`src/rtl/axi_xbar_pkg.sv`:
```
// Shared types and constants for the 1:2 AXI4-Lite crossbar.
// FSM state enums, response codes, decode targets, default windows.
package axi_xbar_pkg;

  typedef enum logic [1:0] {
    RD_IDLE,
    RD_REQ,
    RD_RESP,
    RD_ERR
  } rd_state_t;

  typedef enum logic [1:0] {
    WR_IDLE,
    WR_REQ,
    WR_RESP,
    WR_ERR
  } wr_state_t;

  typedef enum logic [1:0] {
    TGT_MEM,
    TGT_CLINT,
    TGT_NONE
  } tgt_t;

  localparam logic [1:0] RESP_OKAY   = 2'b00;
  localparam logic [1:0] RESP_SLVERR = 2'b10;
  localparam logic [1:0] RESP_DECERR = 2'b11;

  localparam logic [31:0] DEF_MEM_BASE   = 32'h8000_0000;
  localparam logic [31:0] DEF_MEM_SIZE   = 32'h0800_0000;
  localparam logic [31:0] DEF_CLINT_BASE = 32'ha000_0048;
  localparam logic [31:0] DEF_CLINT_SIZE = 32'h0000_0008;

endpackage

```
`src/rtl/axi_lite_if.sv`:
```
// AXI4-Lite bundle: aw/w/b/ar/r channels, 32b addr/data, 4b strb.
// master modport drives requests; slave modport drives responses.
interface axi_lite_if;

  logic [31:0] awaddr;
  logic        awvalid;
  logic        awready;
  logic [31:0] wdata;
  logic [3:0]  wstrb;
  logic        wvalid;
  logic        wready;
  logic [1:0]  bresp;
  logic        bvalid;
  logic        bready;
  logic [31:0] araddr;
  logic        arvalid;
  logic        arready;
  logic [31:0] rdata;
  logic [1:0]  rresp;
  logic        rvalid;
  logic        rready;

  modport master (
    output awaddr, awvalid, wdata, wstrb, wvalid,
    output bready, araddr, arvalid, rready,
    input  awready, wready, bresp, bvalid,
    input  arready, rdata, rresp, rvalid
  );

  modport slave (
    input  awaddr, awvalid, wdata, wstrb, wvalid,
    input  bready, araddr, arvalid, rready,
    output awready, wready, bresp, bvalid,
    output arready, rdata, rresp, rvalid
  );

endinterface

```
`src/rtl/axi_lite_addr_dec.sv`:
```
// Combinational address decoder: addr -> memory, CLINT or none.
// Ports: addr (32b in), tgt (tgt_t out). CLINT wins on overlap.
module axi_lite_addr_dec
  import axi_xbar_pkg::*;
#(
  parameter logic [31:0] MEM_BASE   = DEF_MEM_BASE,
  parameter logic [31:0] MEM_SIZE   = DEF_MEM_SIZE,
  parameter logic [31:0] CLINT_BASE = DEF_CLINT_BASE,
  parameter logic [31:0] CLINT_SIZE = DEF_CLINT_SIZE
) (
  input  logic [31:0] addr,
  output tgt_t        tgt
);

  // 33-bit bounds so a window touching 2^32 never wraps
  localparam logic [32:0] MEM_LO = {1'b0, MEM_BASE};
  localparam logic [32:0] MEM_HI = MEM_LO + {1'b0, MEM_SIZE};
  localparam logic [32:0] CL_LO  = {1'b0, CLINT_BASE};
  localparam logic [32:0] CL_HI  = CL_LO + {1'b0, CLINT_SIZE};

  logic [32:0] a;
  logic        clint_hit;
  logic        mem_hit;
  logic        mem_only;

  assign a         = {1'b0, addr};
  assign clint_hit = (a >= CL_LO) && (a < CL_HI);
  assign mem_hit   = (a >= MEM_LO) && (a < MEM_HI);
  assign mem_only  = mem_hit && !clint_hit;

  always_comb begin
    tgt = TGT_NONE;
    unique case (1'b1)
      clint_hit: tgt = TGT_CLINT;
      mem_only:  tgt = TGT_MEM;
      default:   tgt = TGT_NONE;
    endcase
  end

endmodule

```
`src/rtl/axi_lite_xbar_1to2.sv`:
```
// 1-master / 2-slave AXI4-Lite crossbar: s0 = memory, s1 = CLINT.
// Ports: clk, reset (sync, high), m (from LSU), s0/s1 (to slaves).
module axi_lite_xbar_1to2
  import axi_xbar_pkg::*;
#(
  parameter logic [31:0] MEM_BASE   = DEF_MEM_BASE,
  parameter logic [31:0] MEM_SIZE   = DEF_MEM_SIZE,
  parameter logic [31:0] CLINT_BASE = DEF_CLINT_BASE,
  parameter logic [31:0] CLINT_SIZE = DEF_CLINT_SIZE
) (
  input  logic      clk,
  input  logic      reset,
  axi_lite_if.slave  m,
  axi_lite_if.master s0,
  axi_lite_if.master s1
);

  rd_state_t   rd_q, rd_d;
  logic [31:0] ar_addr_q;
  tgt_t        ar_tgt_q, ar_tgt;

  wr_state_t   wr_q, wr_d;
  logic [31:0] aw_addr_q;
  logic [31:0] w_data_q;
  logic [3:0]  w_strb_q;
  tgt_t        aw_tgt_q, aw_tgt;
  logic        aw_done_q, w_done_q;

  // CLINT is read-only: its write response channel is never used
  logic unused_s1;
  assign unused_s1 = ^{s1.awready, s1.wready,
                       s1.bvalid, s1.bresp};

  axi_lite_addr_dec #(
    .MEM_BASE  (MEM_BASE),
    .MEM_SIZE  (MEM_SIZE),
    .CLINT_BASE(CLINT_BASE),
    .CLINT_SIZE(CLINT_SIZE)
  ) u_ar_dec (
    .addr(m.araddr),
    .tgt (ar_tgt)
  );

  axi_lite_addr_dec #(
    .MEM_BASE  (MEM_BASE),
    .MEM_SIZE  (MEM_SIZE),
    .CLINT_BASE(CLINT_BASE),
    .CLINT_SIZE(CLINT_SIZE)
  ) u_aw_dec (
    .addr(m.awaddr),
    .tgt (aw_tgt)
  );

  always_ff @(posedge clk) begin
    if (reset) begin
      rd_q      <= RD_IDLE;
      ar_addr_q <= '0;
      ar_tgt_q  <= TGT_MEM;
    end else begin
      rd_q <= rd_d;
      if (rd_q == RD_IDLE && m.arvalid) begin
        ar_addr_q <= m.araddr;
        ar_tgt_q  <= ar_tgt;
      end
    end
  end

  always_comb begin
    rd_d       = rd_q;
    m.arready  = 1'b0;
    m.rvalid   = 1'b0;
    m.rdata    = '0;
    m.rresp    = RESP_OKAY;
    s0.araddr  = ar_addr_q;
    s0.arvalid = 1'b0;
    s0.rready  = 1'b0;
    s1.araddr  = ar_addr_q;
    s1.arvalid = 1'b0;
    s1.rready  = 1'b0;
    unique case (rd_q)
      RD_IDLE: begin
        m.arready = 1'b1;
        if (m.arvalid)
          rd_d = (ar_tgt == TGT_NONE) ? RD_ERR : RD_REQ;
      end
      RD_REQ: begin
        if (ar_tgt_q == TGT_CLINT) begin
          s1.arvalid = 1'b1;
          if (s1.arready) rd_d = RD_RESP;
        end else begin
          s0.arvalid = 1'b1;
          if (s0.arready) rd_d = RD_RESP;
        end
      end
      RD_RESP: begin
        if (ar_tgt_q == TGT_CLINT) begin
          s1.rready = m.rready;
          m.rvalid  = s1.rvalid;
          m.rdata   = s1.rdata;
          m.rresp   = s1.rresp;
        end else begin
          s0.rready = m.rready;
          m.rvalid  = s0.rvalid;
          m.rdata   = s0.rdata;
          m.rresp   = s0.rresp;
        end
        if (m.rvalid && m.rready) rd_d = RD_IDLE;
      end
      RD_ERR: begin
        m.rvalid = 1'b1;
        m.rresp  = RESP_DECERR;
        if (m.rready) rd_d = RD_IDLE;
      end
      default: rd_d = RD_IDLE;
    endcase
  end

  always_ff @(posedge clk) begin
    if (reset) begin
      wr_q      <= WR_IDLE;
      aw_addr_q <= '0;
      w_data_q  <= '0;
      w_strb_q  <= '0;
      aw_tgt_q  <= TGT_MEM;
      aw_done_q <= 1'b0;
      w_done_q  <= 1'b0;
    end else begin
      wr_q <= wr_d;
      if (wr_q == WR_IDLE && m.awvalid && m.wvalid) begin
        aw_addr_q <= m.awaddr;
        w_data_q  <= m.wdata;
        w_strb_q  <= m.wstrb;
        aw_tgt_q  <= aw_tgt;
      end
      // valid is !done, so done|ready is exactly "handshake seen"
      if (wr_q == WR_REQ) begin
        aw_done_q <= aw_done_q | s0.awready;
        w_done_q  <= w_done_q | s0.wready;
      end else begin
        aw_done_q <= 1'b0;
        w_done_q  <= 1'b0;
      end
    end
  end

  always_comb begin
    wr_d       = wr_q;
    m.awready  = 1'b0;
    m.wready   = 1'b0;
    m.bvalid   = 1'b0;
    m.bresp    = RESP_OKAY;
    s0.awaddr  = aw_addr_q;
    s0.awvalid = 1'b0;
    s0.wdata   = w_data_q;
    s0.wstrb   = w_strb_q;
    s0.wvalid  = 1'b0;
    s0.bready  = 1'b0;
    s1.awaddr  = '0;
    s1.awvalid = 1'b0;
    s1.wdata   = '0;
    s1.wstrb   = '0;
    s1.wvalid  = 1'b0;
    s1.bready  = 1'b0;
    unique case (wr_q)
      WR_IDLE: begin
        m.awready = m.awvalid && m.wvalid;
        m.wready  = m.awvalid && m.wvalid;
        if (m.awvalid && m.wvalid)
          wr_d = (aw_tgt == TGT_MEM) ? WR_REQ : WR_ERR;
      end
      WR_REQ: begin
        s0.awvalid = !aw_done_q;
        s0.wvalid  = !w_done_q;
        if ((aw_done_q || s0.awready) &&
            (w_done_q || s0.wready))
          wr_d = WR_RESP;
      end
      WR_RESP: begin
        s0.bready = m.bready;
        m.bvalid  = s0.bvalid;
        m.bresp   = s0.bresp;
        if (s0.bvalid && m.bready) wr_d = WR_IDLE;
      end
      WR_ERR: begin
        m.bvalid = 1'b1;
        m.bresp  = (aw_tgt_q == TGT_CLINT) ?
                   RESP_SLVERR : RESP_DECERR;
        if (m.bready) wr_d = WR_IDLE;
      end
      default: wr_d = WR_IDLE;
    endcase
  end

endmodule
```
`src/flat_wrapper.sv`:
```
// flat-port wrapper written by rule: the top's interface ports become plain ports
module axi_lite_xbar_1to2_flat import axi_xbar_pkg::*;
#(
  parameter logic [31:0] MEM_BASE   = DEF_MEM_BASE,
  parameter logic [31:0] MEM_SIZE   = DEF_MEM_SIZE,
  parameter logic [31:0] CLINT_BASE = DEF_CLINT_BASE,
  parameter logic [31:0] CLINT_SIZE = DEF_CLINT_SIZE
)
  (clk, reset, m_awaddr, m_awvalid, m_wdata, m_wstrb, m_wvalid, m_bready, m_araddr, m_arvalid, m_rready, m_awready, m_wready, m_bresp, m_bvalid, m_arready, m_rdata, m_rresp, m_rvalid, s0_awaddr, s0_awvalid, s0_wdata, s0_wstrb, s0_wvalid, s0_bready, s0_araddr, s0_arvalid, s0_rready, s0_awready, s0_wready, s0_bresp, s0_bvalid, s0_arready, s0_rdata, s0_rresp, s0_rvalid, s1_awaddr, s1_awvalid, s1_wdata, s1_wstrb, s1_wvalid, s1_bready, s1_araddr, s1_arvalid, s1_rready, s1_awready, s1_wready, s1_bresp, s1_bvalid, s1_arready, s1_rdata, s1_rresp, s1_rvalid);
  axi_lite_if m_i ();
  axi_lite_if s0_i ();
  axi_lite_if s1_i ();
  input  logic clk;
  input  logic reset;
  input wire logic [$bits(m_i.awaddr)-1:0] m_awaddr;
  input wire logic [$bits(m_i.awvalid)-1:0] m_awvalid;
  input wire logic [$bits(m_i.wdata)-1:0] m_wdata;
  input wire logic [$bits(m_i.wstrb)-1:0] m_wstrb;
  input wire logic [$bits(m_i.wvalid)-1:0] m_wvalid;
  input wire logic [$bits(m_i.bready)-1:0] m_bready;
  input wire logic [$bits(m_i.araddr)-1:0] m_araddr;
  input wire logic [$bits(m_i.arvalid)-1:0] m_arvalid;
  input wire logic [$bits(m_i.rready)-1:0] m_rready;
  output wire logic [$bits(m_i.awready)-1:0] m_awready;
  output wire logic [$bits(m_i.wready)-1:0] m_wready;
  output wire logic [$bits(m_i.bresp)-1:0] m_bresp;
  output wire logic [$bits(m_i.bvalid)-1:0] m_bvalid;
  output wire logic [$bits(m_i.arready)-1:0] m_arready;
  output wire logic [$bits(m_i.rdata)-1:0] m_rdata;
  output wire logic [$bits(m_i.rresp)-1:0] m_rresp;
  output wire logic [$bits(m_i.rvalid)-1:0] m_rvalid;
  output wire logic [$bits(s0_i.awaddr)-1:0] s0_awaddr;
  output wire logic [$bits(s0_i.awvalid)-1:0] s0_awvalid;
  output wire logic [$bits(s0_i.wdata)-1:0] s0_wdata;
  output wire logic [$bits(s0_i.wstrb)-1:0] s0_wstrb;
  output wire logic [$bits(s0_i.wvalid)-1:0] s0_wvalid;
  output wire logic [$bits(s0_i.bready)-1:0] s0_bready;
  output wire logic [$bits(s0_i.araddr)-1:0] s0_araddr;
  output wire logic [$bits(s0_i.arvalid)-1:0] s0_arvalid;
  output wire logic [$bits(s0_i.rready)-1:0] s0_rready;
  input wire logic [$bits(s0_i.awready)-1:0] s0_awready;
  input wire logic [$bits(s0_i.wready)-1:0] s0_wready;
  input wire logic [$bits(s0_i.bresp)-1:0] s0_bresp;
  input wire logic [$bits(s0_i.bvalid)-1:0] s0_bvalid;
  input wire logic [$bits(s0_i.arready)-1:0] s0_arready;
  input wire logic [$bits(s0_i.rdata)-1:0] s0_rdata;
  input wire logic [$bits(s0_i.rresp)-1:0] s0_rresp;
  input wire logic [$bits(s0_i.rvalid)-1:0] s0_rvalid;
  output wire logic [$bits(s1_i.awaddr)-1:0] s1_awaddr;
  output wire logic [$bits(s1_i.awvalid)-1:0] s1_awvalid;
  output wire logic [$bits(s1_i.wdata)-1:0] s1_wdata;
  output wire logic [$bits(s1_i.wstrb)-1:0] s1_wstrb;
  output wire logic [$bits(s1_i.wvalid)-1:0] s1_wvalid;
  output wire logic [$bits(s1_i.bready)-1:0] s1_bready;
  output wire logic [$bits(s1_i.araddr)-1:0] s1_araddr;
  output wire logic [$bits(s1_i.arvalid)-1:0] s1_arvalid;
  output wire logic [$bits(s1_i.rready)-1:0] s1_rready;
  input wire logic [$bits(s1_i.awready)-1:0] s1_awready;
  input wire logic [$bits(s1_i.wready)-1:0] s1_wready;
  input wire logic [$bits(s1_i.bresp)-1:0] s1_bresp;
  input wire logic [$bits(s1_i.bvalid)-1:0] s1_bvalid;
  input wire logic [$bits(s1_i.arready)-1:0] s1_arready;
  input wire logic [$bits(s1_i.rdata)-1:0] s1_rdata;
  input wire logic [$bits(s1_i.rresp)-1:0] s1_rresp;
  input wire logic [$bits(s1_i.rvalid)-1:0] s1_rvalid;
  assign m_i.awaddr = m_awaddr;
  assign m_i.awvalid = m_awvalid;
  assign m_i.wdata = m_wdata;
  assign m_i.wstrb = m_wstrb;
  assign m_i.wvalid = m_wvalid;
  assign m_i.bready = m_bready;
  assign m_i.araddr = m_araddr;
  assign m_i.arvalid = m_arvalid;
  assign m_i.rready = m_rready;
  assign m_awready = m_i.awready;
  assign m_wready = m_i.wready;
  assign m_bresp = m_i.bresp;
  assign m_bvalid = m_i.bvalid;
  assign m_arready = m_i.arready;
  assign m_rdata = m_i.rdata;
  assign m_rresp = m_i.rresp;
  assign m_rvalid = m_i.rvalid;
  assign s0_awaddr = s0_i.awaddr;
  assign s0_awvalid = s0_i.awvalid;
  assign s0_wdata = s0_i.wdata;
  assign s0_wstrb = s0_i.wstrb;
  assign s0_wvalid = s0_i.wvalid;
  assign s0_bready = s0_i.bready;
  assign s0_araddr = s0_i.araddr;
  assign s0_arvalid = s0_i.arvalid;
  assign s0_rready = s0_i.rready;
  assign s0_i.awready = s0_awready;
  assign s0_i.wready = s0_wready;
  assign s0_i.bresp = s0_bresp;
  assign s0_i.bvalid = s0_bvalid;
  assign s0_i.arready = s0_arready;
  assign s0_i.rdata = s0_rdata;
  assign s0_i.rresp = s0_rresp;
  assign s0_i.rvalid = s0_rvalid;
  assign s1_awaddr = s1_i.awaddr;
  assign s1_awvalid = s1_i.awvalid;
  assign s1_wdata = s1_i.wdata;
  assign s1_wstrb = s1_i.wstrb;
  assign s1_wvalid = s1_i.wvalid;
  assign s1_bready = s1_i.bready;
  assign s1_araddr = s1_i.araddr;
  assign s1_arvalid = s1_i.arvalid;
  assign s1_rready = s1_i.rready;
  assign s1_i.awready = s1_awready;
  assign s1_i.wready = s1_wready;
  assign s1_i.bresp = s1_bresp;
  assign s1_i.bvalid = s1_bvalid;
  assign s1_i.arready = s1_arready;
  assign s1_i.rdata = s1_rdata;
  assign s1_i.rresp = s1_rresp;
  assign s1_i.rvalid = s1_rvalid;
  axi_lite_xbar_1to2 #(.MEM_BASE(MEM_BASE), .MEM_SIZE(MEM_SIZE), .CLINT_BASE(CLINT_BASE), .CLINT_SIZE(CLINT_SIZE)) u_core (.clk(clk), .reset(reset), .m(m_i), .s0(s0_i), .s1(s1_i));
endmodule
```
`config.mk`:
```
export PLATFORM = sky130hd
export DESIGN_NAME = axi_lite_xbar_1to2_flat
export DESIGN_NICKNAME = d
export VERILOG_FILES = /design/src/rtl/axi_xbar_pkg.sv /design/src/rtl/axi_lite_if.sv /design/src/rtl/axi_lite_addr_dec.sv /design/src/rtl/axi_lite_xbar_1to2.sv /design/src/flat_wrapper.sv
export SDC_FILE = /design/constraint.sdc
export NUM_CORES = 1
export LEC_CHECK = 0
export ABC_CLOCK_PERIOD_IN_PS = 2700
export CAP_MARGIN = 20
export CORE_AREA = 3 3 171 173
export CTS_CLUSTER_DIAMETER = 30
export CTS_CLUSTER_SIZE = 8
export DETAILED_ROUTE_END_ITERATION = 8
export DIE_AREA = 0 0 174 176
export GPL_ROUTABILITY_DRIVEN = 1
export PLACE_DENSITY = 0.56
export SETUP_SLACK_MARGIN = 0.1
export SLEW_MARGIN = 15
export SYNTH_ARGS = -nofsm -noshare
export SYNTH_HDL_FRONTEND = slang
export SYNTH_HIERARCHICAL = 1
export SYNTH_SLANG_ARGS = --single-unit
```
`constraint.sdc`:
```
create_clock -name clk -period 2.7 [get_ports clk]
set_input_delay 0.54 -clock clk [delete_from_list [all_inputs] [get_ports clk]]
set_output_delay 0.54 -clock clk [all_outputs]
set_load 0.01 [all_outputs]
```
==> metrics.txt <==
hold path startpoint u_core/s0.wdata[8]$_SDFFE_PP0P_; peak-usage layer in the global routing report met2; # diodes 0; Avg WL per Cell 15.2 um; max cap viols 0; Post-synth EDFFs 0; startpoint types register; via count 5776; hold crit path type register to register; crit path DAT 1.95 ns; Pint 3060 uW; Seq/Total Area, Yosys 39.7%; sequential share of power 41.0%; Post-Syn Area 5540 um^2; Final Setup Violations 0; FF+latch count, synth 110; hold buffers post-CTS 0; Net Switching 1350 uW; Max Clk Rate 402 MHz; Cells after Synth 757; clk_skew 0.0144 ns; final hold vios 0; distinct cell type count after synthesis 40; Hold Crit Depth 2; post-place setup slack 0.186 ns; crit path max fanout 21; die span in x 174 um; RR Endpoint u_core/s0.awaddr[22]$_SDFFE_PP0P_; DRT Pass-1 Iters 4; Lkg Pwr 0.00364 uW; CP Class register to primary output; TNS Setup 0 ns; Syn. warnings 6; Vert. Die Dim 176 um; Worst Reg2Reg Path Length in Cells 4; status finished clean; r2r startpoint u_core/wr_q[0]$_SDFFE_PP0P_; CORE AREA 27800 um^2; flop-to-flop setup slack 0.99 ns; clk slew on worst S/H paths 0.09 ns; Final Power 4400 uW; antenna-violating nets left 0; initial antenna violation count 0; Logic pwr share 28.6%; Synth async-reset ratio 0%; Final Max Slew Viols 0; number of DRC markers in iteration 0 160; GRT Resource Usage Total 13.3%; Pwr Density 470 nW/um^2; largest net degree at the start of global routing 71; worst setup margin 0.214 ns; total CTS buffers 9; final cycle utilization of the critical path 92.1%; clk_lat worst skew 0.35 ns; Routed Wire Length 22.0 mm; Clock Tree Root clkbuf_16; CTS Buffer Depth 2; Placement Rows 61; first-pass GRT wire length 32.2 mm; clock sinks 110; full die area 30600 um^2; via/cell ratio 3.99; type of destination of the critical path primary output; post-route minimum period 2.49 ns; layout cells sized above 1 4.49%; GPL Wtd Cong 0.804; normalized max-slew margin 49.2%; Final nets 1253; DP HPWL 17.1 mm; vias in the first global route 5487; met2 global-route usage 23.2%; Req. time, crit path 2.16 ns; DRC 0; Area growth, synth to finish 69.1%; grt ovf 0; CTS tree built; Clk network pwr share 30.5%; met3 Resource Use GR 5.16%; effective utilization at floorplan 20.0%; worst vdd ir 375 uV; Avg Cell Area, Syn 7.32 um^2; CTS H-Tree Depth 3; Ports 440; Worst-Margin Slew 0.763 ns; port bufs 363; unrepaired setup endpoints after global routing no; ys flop type dfxtp_1; Sw Share 30.6%; WHS Endpoint u_core/s0.wdata[8]$_SDFFE_PP0P_; grt met1 use 15.0%
-- area by class of cell --
| class | instances | area (um^2) |
|---|---|---|
| tap | 378 | 473 |
| fill | 3005 | 18400 |
| inverter | 6 | 23.8 |
| multi-input combinational | 558 | 2580 |
| clock buffer | 10 | 229 |
| clock inverter | 6 | 51.3 |
| timing repair buffer | 379 | 3820 |
| sequential | 110 | 2200 |
-- critical path, cell delays in order (launching register included) --
cell	delay, ns
dfxtp_1	0.34
and2b_4	0.31
buf_12	0.16
nand2_1	0.06
a21oi_1	0.14
clkdlybuf4s50_1	0.57
-- cells by family (layout without fill, tap and decap cells) --
group                  count (synthesis)  count (layout)  share of synthesized area (%)
AOI/OAI and AO/OA                    155             155                           14.9
buffers and inverters                159             401                           19.0
DFF                                  110             110                           39.7
muxes                                  2               2                          0.406
other                                  1              71                         0.0677
and+or+nand+nor                      330             330                           25.9
-- sequential cells by signal (all words and copies together) (netlist names) --
| signal | cells |
|---|---|
| u_core/s0.araddr | 32 |
| u_core/s0.awaddr | 32 |
| u_core/s0.wdata | 32 |
| u_core/s0.wstrb | 4 |
| u_core/ar_tgt_q | 2 |
| u_core/aw_tgt_q | 2 |
| u_core/rd_q | 2 |
| u_core/wr_q | 2 |
| u_core/aw_done_q | 1 |
| u_core/w_done_q | 1 |
-- timing repair --
action                                  CTS  global route
endpoints found under the hold margin     0             0
gates cloned                              0             0
gates resized for setup                   7            13
endpoints found under the setup margin   27            13
setup buffers                             0             0
-- how the worst max path moves through the flow --
stage | from | endpoint | slack, ns | cells past startpoint
3_3_place_gp | s1_rvalid | m_rvalid | 0.16 | 5
5_1_grt | u_core/ar_tgt_q[1]$_SDFFE_PP0P_ | m_rdata[10] | 0.10 | 5
2_1_floorplan | u_core/ar_tgt_q[1]$_SDFFE_PP0P_ | m_rdata[18] | 0.95 | 5
3_5_place_dp | s1_rvalid | m_rvalid | 0.19 | 5
4_1_cts | u_core/ar_tgt_q[1]$_SDFFE_PP0P_ | m_rresp[0] | 0.11 | 4
6_report | u_core/ar_tgt_q[1]$_SDFFE_PP0P_ | m_rdata[10] | 0.21 | 5
-- power by group through the flow --
stage	sequential (uW)	combinational (uW)	clock, uW
floorplan	1870	582	0
global placement	1840	1280	0
detailed placement	1840	1270	0
CTS	1810	1280	1410
global route	1820	1360	1470
finish	1800	1260	1340
-- synth_stat cells, types with 2 or more instances --
cell type	instances	share of area, %
a211oi_1	3	0.41
a21oi_1	137	12
a2bb2oi_1	2	0.32
a31oi_1	3	0.34
and3b_1	2	0.32
buf_1	4	0.27
buf_2	20	1.8
buf_4	107	14
buf_6	4	0.81
clkbuf_1	18	1.2
dfxtp_1	110	40
inv_1	5	0.34
mux2_2	2	0.41
nand2_1	274	19
nand2b_1	6	0.68
nand4_1	4	0.45
nor2_1	20	1.4
nor3_1	3	0.27
nor3b_1	2	0.27
nor4_1	4	0.45
nor4_4	2	0.77
nor4b_1	2	0.32
nor4b_2	2	0.54
nor4b_4	2	0.86
o21a_1	2	0.27
o21ai_0	3	0.27
-- layout by cell type, fill, tap and decap left out, drive strengths merged, types with 2 or more instances in the layout --
master         count
a211oi             3
a21oi            137
a2bb2oi            2
a31oi              3
and3b              2
buf               17
clkbuf            10
clkdlybuf4s50    346
clkinv             3
conb              71
dfxtp            110
dlygate4sd2        3
dlymetal6s2s      13
inv                9
mux2               2
nand2            274
nand2b             6
nand4              4
nor2              20
nor3               3
nor3b              3
nor4               6
nor4b              6
o21a               2
o21ai              3
-- metal layers --
metal / vias to the layer above / routed length, um
met4: 0 / 439
met3: 15 / 2060
li1: 2883 / -
met2: 266 / 10800
met1: 2612 / 8730
met5: - / 0
-- metrics by stage --
step                      util (%)  hold slack (ns)  std cells  instance area [um^2]
after floorplan                  -            0.436        827                  5810
after global placement        32.6            0.441       1431                  9060
after detailed placement      32.6            0.445       1431                  9060
after CTS                     33.6            0.457       1447                  9340
after global routing          33.7            0.474       1447                  9380
final                         33.7            0.455       1447                  9380
Note: power is estimated with default switching activity, not from simulation.
